<file path="src/rtl/vfpu_add_ctrl.sv">
// vfpu_add_ctrl: sequencing controller in front of the vfpu adder datapath.
// It takes operands A and B from two valid/ready streams in the same cycle and
// unpacks them into sign, exponent and mantissa, with the hidden bit made explicit.
// It then pulses operandsReady_o, waits for done_i, and holds the pre-normalisation
// result on a valid/ready stream until the normaliser accepts it.
// Optional feature macro: VFPU_ADD_CTRL_TIMEOUT_EN. When it is defined, a WAIT
// timeout aborts the operation and sets the sticky err_o flag.
module vfpu_add_ctrl #(
    parameter int TIMEOUT_CYCLES        = 64,
    parameter int CNT_WIDTH             = 16,
    parameter int FP_EXP_WIDTH          = 8,
    parameter int FP_MANT_WIDTH         = 23,
    parameter int FP_EXP_PRENORM_WIDTH  = 10,
    parameter int FP_MANT_PRENORM_WIDTH = 28
) (
    input  logic                             clk_i,
    input  logic                             rst_ni,
    input  logic                             clear_i,
    input  logic                             sub_i,
    input  logic                             a_valid_i,
    output logic                             a_ready_o,
    input  logic [31:0]                      a_data_i,
    input  logic                             b_valid_i,
    output logic                             b_ready_o,
    input  logic [31:0]                      b_data_i,
    output logic                             signA_o,
    output logic                             signB_o,
    output logic [FP_EXP_WIDTH-1:0]          exponentA_o,
    output logic [FP_EXP_WIDTH-1:0]          exponentB_o,
    output logic [FP_MANT_WIDTH:0]           mantissaA_o,
    output logic [FP_MANT_WIDTH:0]           mantissaB_o,
    output logic                             operandsReady_o,
    input  logic                             done_i,
    input  logic                             signPreNorm_i,
    input  logic [FP_EXP_PRENORM_WIDTH-1:0]  exponentPreNorm_i,
    input  logic [FP_MANT_PRENORM_WIDTH-1:0] mantissaPreNorm_i,
    output logic                             res_valid_o,
    input  logic                             res_ready_i,
    output logic                             res_sign_o,
    output logic [FP_EXP_PRENORM_WIDTH-1:0]  res_exp_o,
    output logic [FP_MANT_PRENORM_WIDTH-1:0] res_mant_o,
    output logic                             busy_o,
    output logic [CNT_WIDTH-1:0]             op_cnt_o,
    output logic                             err_o
);

    typedef enum logic [1:0] {
        ST_IDLE  = 2'd0,
        ST_ISSUE = 2'd1,
        ST_WAIT  = 2'd2,
        ST_OUT   = 2'd3
    } state_e;

    localparam int FIELD_W = FP_EXP_WIDTH + FP_MANT_WIDTH;

    // Hidden bit is 1 for any nonzero exponent (normals, Inf, NaN); denormals get 0.
    function automatic logic [FP_MANT_WIDTH:0] unpack_mant(input logic [FIELD_W-1:0] field);
        unpack_mant = {(|field[FP_MANT_WIDTH +: FP_EXP_WIDTH]), field[FP_MANT_WIDTH-1:0]};
    endfunction

    state_e                             state_r;
    logic                               sign_a_r, sign_b_r;
    logic [FP_EXP_WIDTH-1:0]            exp_a_r, exp_b_r;
    logic [FP_MANT_WIDTH:0]             mant_a_r, mant_b_r;
    logic                               res_sign_r;
    logic [FP_EXP_PRENORM_WIDTH-1:0]    res_exp_r;
    logic [FP_MANT_PRENORM_WIDTH-1:0]   res_mant_r;
    logic [CNT_WIDTH-1:0]               op_cnt_r;
    logic                               capture_s;

`ifdef VFPU_ADD_CTRL_TIMEOUT_EN
    localparam int TMO_W = $clog2(TIMEOUT_CYCLES + 1);
    logic [TMO_W-1:0]                   tmo_cnt_r;
    logic                               err_r;
    assign err_o = err_r;
`else
    logic                               unused_tmo_s;
    assign unused_tmo_s = (TIMEOUT_CYCLES == 32'sd0);
    assign err_o = 1'b0;
`endif

    // Both operands are taken together or not at all, and never while a flush is requested.
    assign capture_s       = (state_r == ST_IDLE) & a_valid_i & b_valid_i & ~clear_i;
    assign a_ready_o       = capture_s;
    assign b_ready_o       = capture_s;
    assign operandsReady_o = (state_r == ST_ISSUE) & ~clear_i;
    assign res_valid_o     = (state_r == ST_OUT) & ~clear_i;
    assign busy_o          = (state_r != ST_IDLE);
    assign signA_o         = sign_a_r;
    assign signB_o         = sign_b_r;
    assign exponentA_o     = exp_a_r;
    assign exponentB_o     = exp_b_r;
    assign mantissaA_o     = mant_a_r;
    assign mantissaB_o     = mant_b_r;
    assign res_sign_o      = res_sign_r;
    assign res_exp_o       = res_exp_r;
    assign res_mant_o      = res_mant_r;
    assign op_cnt_o        = op_cnt_r;

    // Controller FSM with operand, result, counter and timeout registers.
    always_ff @(posedge clk_i or negedge rst_ni) begin
        if (!rst_ni) begin
            state_r    <= ST_IDLE;
            sign_a_r   <= 1'b0;
            sign_b_r   <= 1'b0;
            exp_a_r    <= '0;
            exp_b_r    <= '0;
            mant_a_r   <= '0;
            mant_b_r   <= '0;
            res_sign_r <= 1'b0;
            res_exp_r  <= '0;
            res_mant_r <= '0;
            op_cnt_r   <= '0;
`ifdef VFPU_ADD_CTRL_TIMEOUT_EN
            tmo_cnt_r  <= '0;
            err_r      <= 1'b0;
`endif
        end else if (clear_i) begin
            // Flush: abandon the operation, keep the counter and the sticky error.
            state_r    <= ST_IDLE;
`ifdef VFPU_ADD_CTRL_TIMEOUT_EN
            tmo_cnt_r  <= '0;
`endif
        end else begin
            case (state_r)
                ST_IDLE: begin
                    if (capture_s) begin
                        sign_a_r <= a_data_i[31];
                        exp_a_r  <= a_data_i[FP_MANT_WIDTH +: FP_EXP_WIDTH];
                        mant_a_r <= unpack_mant(a_data_i[FIELD_W-1:0]);
                        sign_b_r <= b_data_i[31] ^ sub_i;
                        exp_b_r  <= b_data_i[FP_MANT_WIDTH +: FP_EXP_WIDTH];
                        mant_b_r <= unpack_mant(b_data_i[FIELD_W-1:0]);
                        state_r  <= ST_ISSUE;
                    end else begin
                        state_r  <= ST_IDLE;
                    end
                end
                ST_ISSUE: begin
                    state_r <= ST_WAIT;
`ifdef VFPU_ADD_CTRL_TIMEOUT_EN
                    tmo_cnt_r <= '0;
`endif
                end
                ST_WAIT: begin
                    if (done_i) begin
                        res_sign_r <= signPreNorm_i;
                        res_exp_r  <= exponentPreNorm_i;
                        res_mant_r <= mantissaPreNorm_i;
                        state_r    <= ST_OUT;
`ifdef VFPU_ADD_CTRL_TIMEOUT_EN
                    end else if (tmo_cnt_r == TMO_W'(TIMEOUT_CYCLES - 1)) begin
                        err_r      <= 1'b1;
                        tmo_cnt_r  <= '0;
                        state_r    <= ST_IDLE;
                    end else begin
                        tmo_cnt_r  <= tmo_cnt_r + {{(TMO_W-1){1'b0}}, 1'b1};
                        state_r    <= ST_WAIT;
`else
                    end else begin
                        state_r    <= ST_WAIT;
`endif
                    end
                end
                ST_OUT: begin
                    if (res_ready_i) begin
                        op_cnt_r <= op_cnt_r + {{(CNT_WIDTH-1){1'b0}}, 1'b1};
                        state_r  <= ST_IDLE;
                    end else begin
                        state_r  <= ST_OUT;
                    end
                end
                default: begin
                    state_r <= ST_IDLE;
                end
            endcase
        end
    end

endmodule
</file>
<file path="config.mk">
export PLATFORM = sky130hd
export DESIGN_NAME = vfpu_add_ctrl
export DESIGN_NICKNAME = d
export VERILOG_FILES = /design/src/rtl/vfpu_add_ctrl.sv
export SDC_FILE = /design/constraint.sdc
export NUM_CORES = 1
export LEC_CHECK = 0
export CAP_MARGIN = 10
export CORE_MARGIN = 4
export CORE_UTILIZATION = 36
export CTS_BUF_LIST = sky130_fd_sc_hd__clkbuf_16
export DETAILED_ROUTE_END_ITERATION = 7
export PLACE_DENSITY = 0.74
export REMOVE_ABC_BUFFERS = 1
export SYNTH_ARGS = -nofsm -noshare
export SYNTH_HDL_FRONTEND = slang
export SYNTH_SLANG_ARGS = --single-unit
</file>
<file path="constraint.sdc">
create_clock -name clk_i -period 3.35 [get_ports clk_i]
set_input_delay 0.335 -clock clk_i [delete_from_list [all_inputs] [get_ports clk_i]]
set_output_delay 0.335 -clock clk_i [all_outputs]
set_load 0.005 [all_outputs]
</file>
* After elaboration in Yosys (flattened, before gate mapping)
Index checks and enable logic that the tools add are counted.
** Word-level totals
- Register bits after elaboration :: 123
- Output and inout port bits :: 127
- Word-level logic and storage cells :: 34
- Input port bits :: 111
** Cells by class
- $add $sub $neg :: 1
- Mux-type cells :: 5
- Equal/unequal tests :: 3
- Reduce and logical (&&, ||, !) cells :: 7
- Bitwise logic cells :: 7
** Operator list (number)
- adder 16 x 1 -> 16 bit (second input constant) :: 1
- OR reduction 8 bit :: 2
- AND reduction 3 bit :: 3
- one-hot mux 2 bit (4 select lines) :: 1
- bitwise AND 1 bit :: 5
- equality test 2 bit (second input constant) :: 2
- two-way mux 2 bit :: 2
- equality test 2 x 1 -> 1 bit (second input constant) :: 1
- logical NOT 2 bit :: 1
- two-way mux 1 bit :: 2
- nonzero test 2 bit :: 1
- NOT 1 bit :: 1
- bitwise XOR 1 bit :: 1

* Longest topological paths before layout
Gate-level depths: netlist of run 1.
- Word-level depth :: 7
- Depth in mapped cells :: 5
- Gate-level depth less buffers :: 4

* Worst setup path before layout of run 1
Ideal clock, no wire load.
- Kind :: register -> register
- Start point :: reg state_r[1]
- End point :: reg exp_a_r[1], in the netlist exponentA_o[1]
- Setup time :: 125 ps
- Arrival :: 1571 ps
- Period minus slack after synthesis :: 1696 ps
- Stages on the path, launching flop included :: 5
- Required time :: 3225 ps
- Path buffers :: 2
- Slack :: 1654 ps
- Cells stage by stage :: dfrtp_1 > buf_2 > nor4_4 > buf_6 > mux2_2
** Between the ends
- Cells in the longest elaborated chain, start to end :: 5
** RTL lines
- from (decl) :: RTL line 61 : state_e state_r;
- from (signal assigned) :: RTL line 103 : state_r <= ST_IDLE;
- from (signal assigned) :: RTL line 120 : state_r <= ST_IDLE;
- from (signal assigned) :: RTL line 134 : state_r <= ST_ISSUE;
- logical NOT 2 bit * :: RTL line 83, 125
- bitwise AND 1 bit (3 in series) :: RTL line 83 : assign capture_s = (state_r == ST_IDLE) & a_valid_i & b_valid_i & ~clear_i;
- AND reduction 3 bit (no line) *
- to (signal assigned) :: RTL line 129 : exp_a_r <= a_data_i[FP_MANT_WIDTH +: FP_EXP_WIDTH];
- to (decl) :: RTL line 63 : logic [FP_EXP_WIDTH-1:0] exp_a_r, exp_b_r;
Mark *: on every way between the ends. The rest lies on a longest branch, timed or not.
A chain may end at the register's enable or synchronous reset.

* Final worst setup path of run 1
- Start point :: in clear_i
- End point :: out b_ready_o
** Between the ends
- Cells in the longest elaborated chain, start to end :: 2
** RTL lines
- from (decl) :: RTL line 18 : input logic clear_i,
- NOT 1 bit (no line)
- bitwise AND 1 bit :: RTL line 83
- to (decl) :: RTL line 24 : output logic b_ready_o,
Every way passes these cells.

==> flow_summary_export.csv, run 1 <==
group,metric,value,unit
yosys,syn_inst,316,
global_routing,antenna_found_initial,0,
power_and_ir_drop,internal_power,3.94,mW
run_status,status,"completed",
cells_and_area,finish.utilization,0.606,
clocking,path_clk_slew,0.05,ns
cells_and_area,multi_input_area,0.00165,mm^2
timing,drv_slew,0,
routing,wirelength,12.8,mm
clocking,clock_latency,0.41,ns
die,die_y,124,um
routing,final_antenna_net_count,0,
timing,hold_viol,0,
timing,clock_skew,0.00673,ns
worst_setup_path,critPathLaunchType,"input pin",
place,hpwl,9.63,mm
clocking,post_cts_buffers,0,
power_and_ir_drop,power_density,632,mW/mm^2
global_routing,grt_pass1_vias,3945,
die,std_cell_rows,42,
timing,fmax,0.399,GHz
clocking,htree_num_levels,4,
cells_and_area,final_net_count,673,
yosys,netlist_area,0.00487,mm^2
cells_and_area,antennaDiodeCount,0,
yosys,yosys_warnings,0,
global_routing,grt-ovfl-total,0,
die,start_util,0.368,
yosys,yosysUniqueCellTypes,29,
cells_and_area,fillCellCount,1050,
worst_hold_path,hold_class,"input pin to async pin",
clocking,cts-root-buf,"clkbuf_16",
place,gp_congestion,0.844,
die,io_pins,238,
routing,drt_iter0_markers,145,
routing,viasPerCell,4.70,
routing,dr.pass1.iters,4,
power_and_ir_drop,ir_worst_vdd,0.302,mV
worst_setup_path,endpoint_kind,"output pin",
place,pre_cts_slack,0.733,ns
power_and_ir_drop,p_clk_frac,0.384,
clocking,cts.sinks,123,
timing,finalCritPeriodShare,0.747,
global_routing,grt_usage,0.173,
worst_setup_path,cp.required,3.01,ns
place,postPlaceCellArea,0.00738,mm^2
timing,tightest_slew,0.569,ns
die,fp.dieW,124,um
yosys,ys_seq_area_frac,0.632,
yosys,syn_area_per_cell,15.4,um^2
routing,drc_errors,0,
power_and_ir_drop,p_comb_frac,0.232,
routing,vias,3525,
timing,relSlewSlack,0.618,
timing,finalSetupViolCount,0,
timing,period_needed,2.50,ns
global_routing,grt_pass1_wl,21.3,mm
power_and_ir_drop,p_sw,1.13,mW
yosys,synth_seq_cells,123,
routing,wl_per_cell,17.0,um
power_and_ir_drop,report.power.total,5.07,mW
power_and_ir_drop,p_leak,3.38,nW
cells_and_area,layout-drive-gt1-share,0.233,
timing,tns,0,ns
timing,layout_setup_ws,0.846,ns
job,cap_violations,0,
worst_setup_path,cp_max_fo,9,
power_and_ir_drop,seqPwrFrac,0.384,
cells_and_area,area_growth,64.7,%
cells_and_area,fin_area,0.00802,mm^2
die,core,0.0132,mm^2
timing,rsz0062_at_grt,"false",
clocking,clk_path_buf_depth,2,
power_and_ir_drop,switching_share,0.223,
place,port_buffers,236,
cells_and_area,regArea,0.00308,mm^2
clocking,cts_inserted_buffers,17,
die,dieArea,0.0154,mm^2
global_routing,grt_max_degree,58,
worst_setup_path,cp.arrival,2.17,ns
worst_setup_path,crit_type,"input pin to output pin",
clocking,cts_tree,"yes",
==> placed cells by master, fill, tap and decap left out, types with 2 or more instances in the layout <==
cell type and instances:
clkdlybuf4s50_1 235, dfrtp_1 123, mux2_2 97, clkbuf_16 17, nand2_1 9, xor2_1 9, nor2_1 7, nand3_1 7
nor4_1 7, xnor2_1 7, nand4_1 6, mux2_1 5, bufinv_16 5, buf_4 4, inv_1 3, clkinv_2 3
clkinv_1 3, a21oi_1 2, and3b_1 2, nand2b_1 2, and4_1 2, nor3_1 2, o21a_1 2, clkinvlp_4 2
buf_12 2
==> sequential cells by signal, summed over array words and instances (netlist names) <==
register,cells
state_r,2
op_cnt_o,16
res_exp_o,10
signA_o,1
res_sign_o,1
exponentA_o,8
mantissaB_o,24
res_mant_o,28
mantissaA_o,24
signB_o,1
exponentB_o,8
==> worst max-delay path, cell delays in order <==
cell	delay, ns
clkdlybuf4s50_1	0.59
nor4_4	0.63
clkdlybuf4s50_1	0.61
==> per-layer routing <==
metal	global-route usage	part of all wire	vias up
met5	0	0	-
met4	0.0754	0.024	0
met3	0.0866	0.10	22
met2	0.272	0.49	174
met1	0.199	0.38	1722
li1	-	-	1607
==> cell usage after synthesis <==
master	n	area share
inv_1	2	0.0015
nor3_1	2	0.0021
nor2_1	7	0.0054
or2_2	1	0.0013
and4_1	2	0.0036
buf_6	8	0.019
nand2_1	9	0.0069
mux2_2	97	0.22
and3b_1	2	0.0036
nand2b_1	2	0.0026
nand3_1	7	0.0072
nand4b_1	1	0.0018
ha_1	1	0.0026
xnor2_1	7	0.013
conb_1	1	0.00077
mux2_1	5	0.012
mux2i_1	1	0.0021
xor2_1	9	0.016
nor4b_2	1	0.0031
a21oi_1	2	0.0021
buf_4	4	0.0062
dfrtp_1	123	0.63
nand4_1	6	0.0077
nor4_1	7	0.0090
nor4_4	1	0.0044
buf_2	4	0.0041
nor3b_1	1	0.0015
and4b_1	1	0.0021
o21a_1	2	0.0031
==> through the flow <==
step / hold slack (ns) / instances
after detailed placement: 0.333 / 717
after floorplan: 0.0394 / 300
final: 0.438 / 750
after global routing: 0.481 / 750
after global placement: 0.329 / 717
after CTS: 0.434 / 750
==> logic make-up (layout without fill, tap and decap cells) <==
kind of cell	after synthesis	in the layout	share of synthesized area
buf+inv	18	276	0.0303
flops	123	123	0.632
simple gates	50	50	0.0622
fa+ha+maj	1	1	0.00257
xor+xnor	16	16	0.0288
mux	103	103	0.238
other cells	1	1	0.000770
compound gates	4	4	0.00514
==> power by group through the flow <==
stage	clock [mW]	sequential (mW)	combinational [mW]
finish	1.95	1.95	1.18
global route	2.07	1.99	1.26
CTS	1.99	1.95	1.20
detailed placement	0	1.98	1.19
global placement	0	1.96	1.17
floorplan	0	1.99	0.291
==> final timing paths <==
path                               from               to  slack [ns]  depth (start not counted)
max                             clear_i        b_ready_o        0.85                          3
min                              rst_ni   exponentA_o[7]        0.44                          2
max reg2reg                  state_r[1]  mantissaB_o[20]        1.35                          3
min reg2reg                op_cnt_o[15]     op_cnt_o[15]        0.47                          1
max in group asynchronous        rst_ni    res_mant_o[4]        2.14                          3
min in group clk_i         op_cnt_o[15]     op_cnt_o[15]        0.47                          1
==> layout make-up <==
| type | instances | area share |
|---|---|---|
| clock buffer | 17 | 0.0531 |
| inverter | 2 | 0.000936 |
| multi-input combinational | 175 | 0.206 |
| clock inverter | 15 | 0.0254 |
| tap | 176 | 0.0275 |
| timing repair buffer | 242 | 0.303 |
| sequential | 123 | 0.384 |
==> what timing repair did <==
| item | CTS | global route |
|---|---|---|
| hold buffers | 1 | 0 |
| gates resized for setup | 0 | 0 |
| endpoints found under the hold margin | 37 | 0 |
No activity file was read; power rests on OpenSTA's default activity.
==> run 2, diff against run 1 <==
==> constraint.sdc (replaced) <==
create_clock -name clk_i -period 2.6 [get_ports clk_i]
set_input_delay 0.26 -clock clk_i [delete_from_list [all_inputs] [get_ports clk_i]]
set_output_delay 0.26 -clock clk_i [all_outputs]
set_load 0.005 [all_outputs]
==> run 2 against run 1 <==
Compared with the run above: cell count grew 0.27%; via count is 0.77% higher; wire length increased by 1.1%; critical path depth stayed put; cell area decreased by 1.1%; clock skew grew 0.0010 ns; clock power up 5%; global-route usage down 0.14 points; combinational power is 29% higher; critical endpoint unchanged; setup slack worse by 0.58 ns.
==> flow_summary_export.csv, run 2 (same netlist as run 1, synthesis figures left out) <==
group,metric,value,unit
cells_and_area,largest_reg_flops,28,
place,gp_congestion,0.841,
die,die_y,124,um
cells_and_area,area_growth,62.8,%
cells_and_area,final_cell_mix,"235 x clkdlybuf4s50_1, 123 x dfrtp_1, 97 x mux2_2",
global_routing,busiest_layer,"met2",
worst_setup_path,cp.arrival,2.08,ns
worst_setup_path,cp_num_buf_inv,2,
routing,final_antenna_net_count,0,
timing,finalCritPeriodShare,0.899,
power_and_ir_drop,p_clk_frac,0.337,
die,io_pins,238,
power_and_ir_drop,power_density,768,mW/mm^2
cells_and_area,finish.utilization,0.599,
clocking,post_cts_resized,0,
power_and_ir_drop,ir_worst_vdd,0.444,mV
global_routing,use_met2,0.281,
global_routing,grt_use_met3,0.0755,
worst_setup_path,critPathLaunchType,"flop",
place,hpwl,9.71,mm
clocking,clock_latency,0.41,ns
power_and_ir_drop,seqPwrFrac,0.414,
clocking,path_clk_slew,0.06,ns
timing,fmax,0.428,GHz
worst_setup_path,cp_max_fo,33,
job,cap_violations,0,
power_and_ir_drop,switching_share,0.233,
routing,vias,3552,
power_and_ir_drop,p_sw,1.42,mW
cells_and_area,fillCellCount,1087,
global_routing,grt_pass1_vias,3899,
place,pre_cts_slack,0.392,ns
global_routing,grt_usage,0.172,
worst_setup_path,cp_cell_sequence,"nor4_4 > buf_12 > clkdlybuf4s50_1",
worst_setup_path,worst_path_max_delay_cell,"clkdlybuf4s50_1",
routing,drt_iter0_markers,106,
cells_and_area,layout-drive-gt1-share,0.233,
place,port_buffers,236,
worst_setup_path,crit_family,"buffers and inverters",
clocking,clk_path_buf_depth,2,
routing,dr.pass1.iters,4,
routing,drc_errors,0,
timing,period_needed,2.34,ns
routing,wirelength,12.9,mm
power_and_ir_drop,internal_power,4.67,mW
global_routing,grt-ovfl-total,0,
die,fp.dieW,124,um
clocking,cts.sinks,123,
die,core,0.0132,mm^2
cells_and_area,final_common_cell,"clkdlybuf4s50_1",
die,std_cell_rows,42,
worst_setup_path,crit_type,"flop to output pin",
clocking,cts-root-buf,"clkbuf_16",
global_routing,grt_max_degree,70,
timing,drv_slew,0,
die,start_util,0.368,
timing,layout_setup_ws,0.263,ns
timing,holdWs,0.342,ns
timing,finalSetupViolCount,0,
power_and_ir_drop,p_comb_frac,0.249,
routing,wl_per_cell,17.2,um
global_routing,use_met1,0.197,
worst_hold_path,hold_class,"input pin to async pin",
global_routing,antenna_found_initial,0,
routing,viasPerCell,4.72,
timing,rsz0062_at_grt,"false",
clocking,htree_num_levels,4,
worst_setup_path,endpoint_kind,"output pin",
worst_setup_path,crit_path_max_incr_delay,0.54,ns
power_and_ir_drop,p_leak,3.35,nW
die,dieArea,0.0154,mm^2
clocking,cts_inserted_buffers,17,
cells_and_area,final_net_count,676,
global_routing,grt_pass1_wl,21.1,mm
cells_and_area,antennaDiodeCount,0,
clocking,cts_tree,"yes",
timing,clock_skew,0.00777,ns
timing,hold_viol,0,
worst_setup_path,cp.required,2.34,ns
run_status,status,"completed",
run 2: changes by cell type in the layout (fill, tap and decap cells not counted), sizes merged:
cell	previous run	this run
bufinv	5	1
buf	6	9
clkinvlp	2	1
clkinv	6	10
run 2: worst reg2reg max path, delay by kind of cell (launching register included):
kind / cells / cell delay [ns]
buf+inv: 2 / 0.60
flops: 1 / 0.50
mux: 1 / 0.39
simple gates: 1 / 0.37
run 2: layer usage:
layer | routed length [um] | up-vias
met2 | 6380 | 163
li1 | - | 1624
met5 | 0 | -
met3 | 1090 | 22
met4 | 265 | 0
met1 | 5180 | 1743
run 2: final cells by class:
class | count | area (um^2) | area share
timing repair buffer | 245 | 2450 | 0.310
clock inverter | 14 | 90.1 | 0.0114
inverter | 2 | 7.51 | 0.000947
tap | 176 | 220 | 0.0278
sequential | 123 | 3080 | 0.388
multi-input combinational | 175 | 1650 | 0.208
clock buffer | 17 | 425 | 0.0537
run 2: path summary, 6_finish.rpt:
| path | startpoint | to | slack [ns] | cells past startpoint |
|---|---|---|---|---|
| max | state_r[1] | b_ready_o | 0.26 | 3 |
| min | rst_ni | mantissaA_o[18] | 0.34 | 2 |
| max reg2reg | state_r[1] | exponentB_o[7] | 0.63 | 4 |
| min reg2reg | op_cnt_o[15] | op_cnt_o[15] | 0.48 | 1 |
| max in group asynchronous | rst_ni | res_mant_o[11] | 1.54 | 3 |
| min in group clk_i | a_data_i[8] | mantissaA_o[8] | 0.46 | 2 |
run 2: power groups by stage:
stage / clock network, mW / logic, mW / registers [mW]
final: 2.05 / 1.52 / 2.52
after detailed placement: 0 / 1.53 / 2.55
after global routing: 2.21 / 1.62 / 2.57
after CTS: 2.10 / 1.54 / 2.53
after global placement: 0 / 1.51 / 2.53
after floorplan: 0 / 0.375 / 2.56
run 2: through the flow:
stage	setup TNS [ns]	power, mW	cells	cell area, um^2
2_1_floorplan	-77.87	2.93	300	4730
3_3_place_gp	0	4.04	720	7400
3_5_place_dp	0	4.09	720	7400
4_1_cts	0	6.18	752	7930
5_1_grt	0	6.41	752	7930
6_report	0	6.09	752	7930
run 2: repair_timing:
item,CTS,global route
endpoints found under the hold margin,24,0
setup buffers,0,0
hold buffers,1,0
==> patch, RTL diff (flow settings as in run 1) <==
The option `VFPU_ADD_CTRL_TIMEOUT_EN` is turned on by a define.
--- a/src/rtl/vfpu_add_ctrl.sv
+++ b/src/rtl/vfpu_add_ctrl.sv
@@ -5,6 +5,8 @@
 // result on a valid/ready stream until the normaliser accepts it.
 // Optional feature macro: VFPU_ADD_CTRL_TIMEOUT_EN. When it is defined, a WAIT
 // timeout aborts the operation and sets the sticky err_o flag.
+`define VFPU_ADD_CTRL_TIMEOUT_EN
+
 module vfpu_add_ctrl #(
     parameter int TIMEOUT_CYCLES        = 64,
     parameter int CNT_WIDTH             = 16,
Behaviour: no difference found for any inputs over 4 cycles, from zero or initial values and one cycle with rst_ni low; that may be too few to reach the edited logic, so the function may still have changed.
==> patch against run 1 <==
  * Routed wire length grew 8.5%
  * Highest routed layer unchanged
  * Setup slack worse by 81 ps
  * Count of clock-buffer cells in the layout stayed put
  * Synthesized area grew 10%
  * Final area is 4.8% higher
  * Sequential cell count up 8
  * Total power grew 3.6%
  * Largest power group unchanged
  * Critical endpoint is now a_ready_o
  * Die area is 9.5% higher
==> patch: results (changes against run 1) <==
Count leader, synth: dfrtp_1
FF-to-FF Start: state_r[1]
Yosys warning count: 0 (unchanged)
Lkg Pwr: 3.58 nW (+6.1%)
TritonCTS Buffers: 17 (unchanged)
Share of async-settable or async-resettable flops after synthesis: 1.00 (unchanged)
Resize count post-CTS: 0 (unchanged)
Sw Share: 0.234 (+0.0109)
Max clock buf depth: 2 (unchanged)
Seq/Total Area, Yosys: 0.611 (-0.0209)
Hpwl dp: 10400 microns (+8.2%)
Count of cell types in the netlist: 46 (+59%)
Pre-CTS setup slack: 647 ps (-86.3 ps)
Share of layout cells above drive strength 1: 0.228 (-0.00544)
RePlAce Congestion: 0.763 (-9.6%)
Crit path DAT: 2250 ps (+80 ps)
1st-iter DRT viols: 91 (-37%)
Synth area leaders: dfrtp_1, mux2_2, mux2_4, xnor2_1, buf_6
CTS HTree Levels: 4 (unchanged)
WL final: 13900 microns (+8.5%)
Fill cell count: 1165 (+11%)
Worst hold margin: 300 ps (-138 ps)
Clock transition at the registers of the reported paths: 50 ps (about the same)
Maximum fanout along the worst path: 18 (+9)
Layout Skew: 6.64 ps (-0.0864 ps)
Worst IR Drop VDD: 0.000415 V (+37%)
# diodes: 0 (unchanged)
Reg2Reg Setup Slack: 1050 ps (-300 ps)
Reg2Reg Depth: 4 (+1)
First-pass GRT wire length: 21000 microns (-1.1%)
Status: complete, no violations
CTS root buf: clkbuf_16
Detailed Routing Iterations Pass 1: 4 (unchanged)
# port buffers: 237 (+0.42%)
Vias: 3820 (+8.4%)
Clock Latency Late Sink: 400 ps
HP Class: primary input to async pin
Largest register FFs: 28 (unchanged)
Layout Nets: 717 (+6.5%)
Initial antenna violation count: 0 (unchanged)
Rel. slew slack: 0.465 (-0.153)
Worst R2R End: res_mant_o[10]
Antenna Nets Post-Route: 0 (unchanged)
Vias in the first global route: 4089 (+3.7%)
GR Util All Layers: 0.162 (-0.0112)
Biggest cell delay along the critical path: 630 ps (about the same)
CP Class: flop to output port
Slowest cell on crit path: nor4_4
Pin count of the biggest net entering global routing: 65 (+12%)
Top post-synthesis cells by count: dfrtp_1, mux2_2, nand2_1
==> patch: changes by cell type after synthesis, sizes merged, moves of 4 or more <==
cell / change
xor2: -4
a21oi: +6
and3: +5
nand4: -5
nand2: +4
xnor2: +5
dfrtp: +8
==> patch: worst max-delay path by stage <==
| stage | end | cells past startpoint | slack (ps) |
|---|---|---|---|
| global route | b_ready_o | 2 | 570 |
| finish | a_ready_o | 2 | 770 |
| CTS | a_ready_o | 2 | 660 |
| global placement | mantissaA_o[8] | 4 | 750 |
| detailed placement | mantissaA_o[19] | 4 | 650 |
| floorplan | exponentA_o[0] | 2 | -330 |
==> patch: layout make-up <==
| class | count | area, sq um | share of cell area |
|---|---|---|---|
| inverter | 2 | 7.51 | 0.000893 |
| clock buffer | 17 | 425 | 0.0506 |
| clock inverter | 12 | 104 | 0.0124 |
| sequential | 131 | 3280 | 0.390 |
| multi-input combinational | 207 | 1930 | 0.229 |
| timing repair buffer | 245 | 2430 | 0.289 |
| tap | 184 | 230 | 0.0274 |
==> patch: metal layers <==
metal	GRT usage	routed length, microns
met4	0.0568	186
met2	0.271	6780
met3	0.0847	1700
met1	0.176	5190
met5	0	0
==> patch: cells by family (layout without fill, tap and decap cells) <==
family,Yosys count,in the layout,synth area share
DFF,131,131,0.611
muxes,103,103,0.223
and+or+nand+nor,62,62,0.0756
AOI/OAI and AO/OA,23,23,0.0275
buffers and inverters,20,276,0.0299
xor gates and xnor gates,17,17,0.0278
adders and majority gates,2,2,0.00467
==> patch: critical path, delay by kind of cell, from the launching register on <==
family                 cells  cell delay, ps
AND/OR/NAND/NOR            1             630
buffers and inverters      1             610
flip-flops                 1             600
==> patch: power by group through the flow <==
stage | Combinational, mW | Clock (mW) | Sequential, mW
2_1_floorplan | 0.377 | 0 | 2.19
3_3_place_gp | 1.40 | 0 | 2.17
3_5_place_dp | 1.43 | 0 | 2.19
4_1_cts | 1.43 | 1.74 | 2.17
5_1_grt | 1.51 | 1.80 | 2.21
6_report | 1.40 | 1.68 | 2.16
==> patch: what timing repair did <==
action                                 in CTS  in global routing
endpoints found under the hold margin       9                  0
hold buffers                                1                  0
buffers inserted                            0                  0
==> patch: stage by stage <==
| stage | cells | setup TNS [ps] | total power [mW] | area (sq um) |
|---|---|---|---|---|
| after floorplan | 340 | -20740 | 2.57 | 5210 |
| after global placement | 768 | 0 | 3.57 | 7860 |
| after detailed placement | 768 | 0 | 3.62 | 7860 |
| after CTS | 798 | 0 | 5.34 | 8400 |
| after global routing | 798 | 0 | 5.52 | 8400 |
| final | 798 | 0 | 5.25 | 8400 |
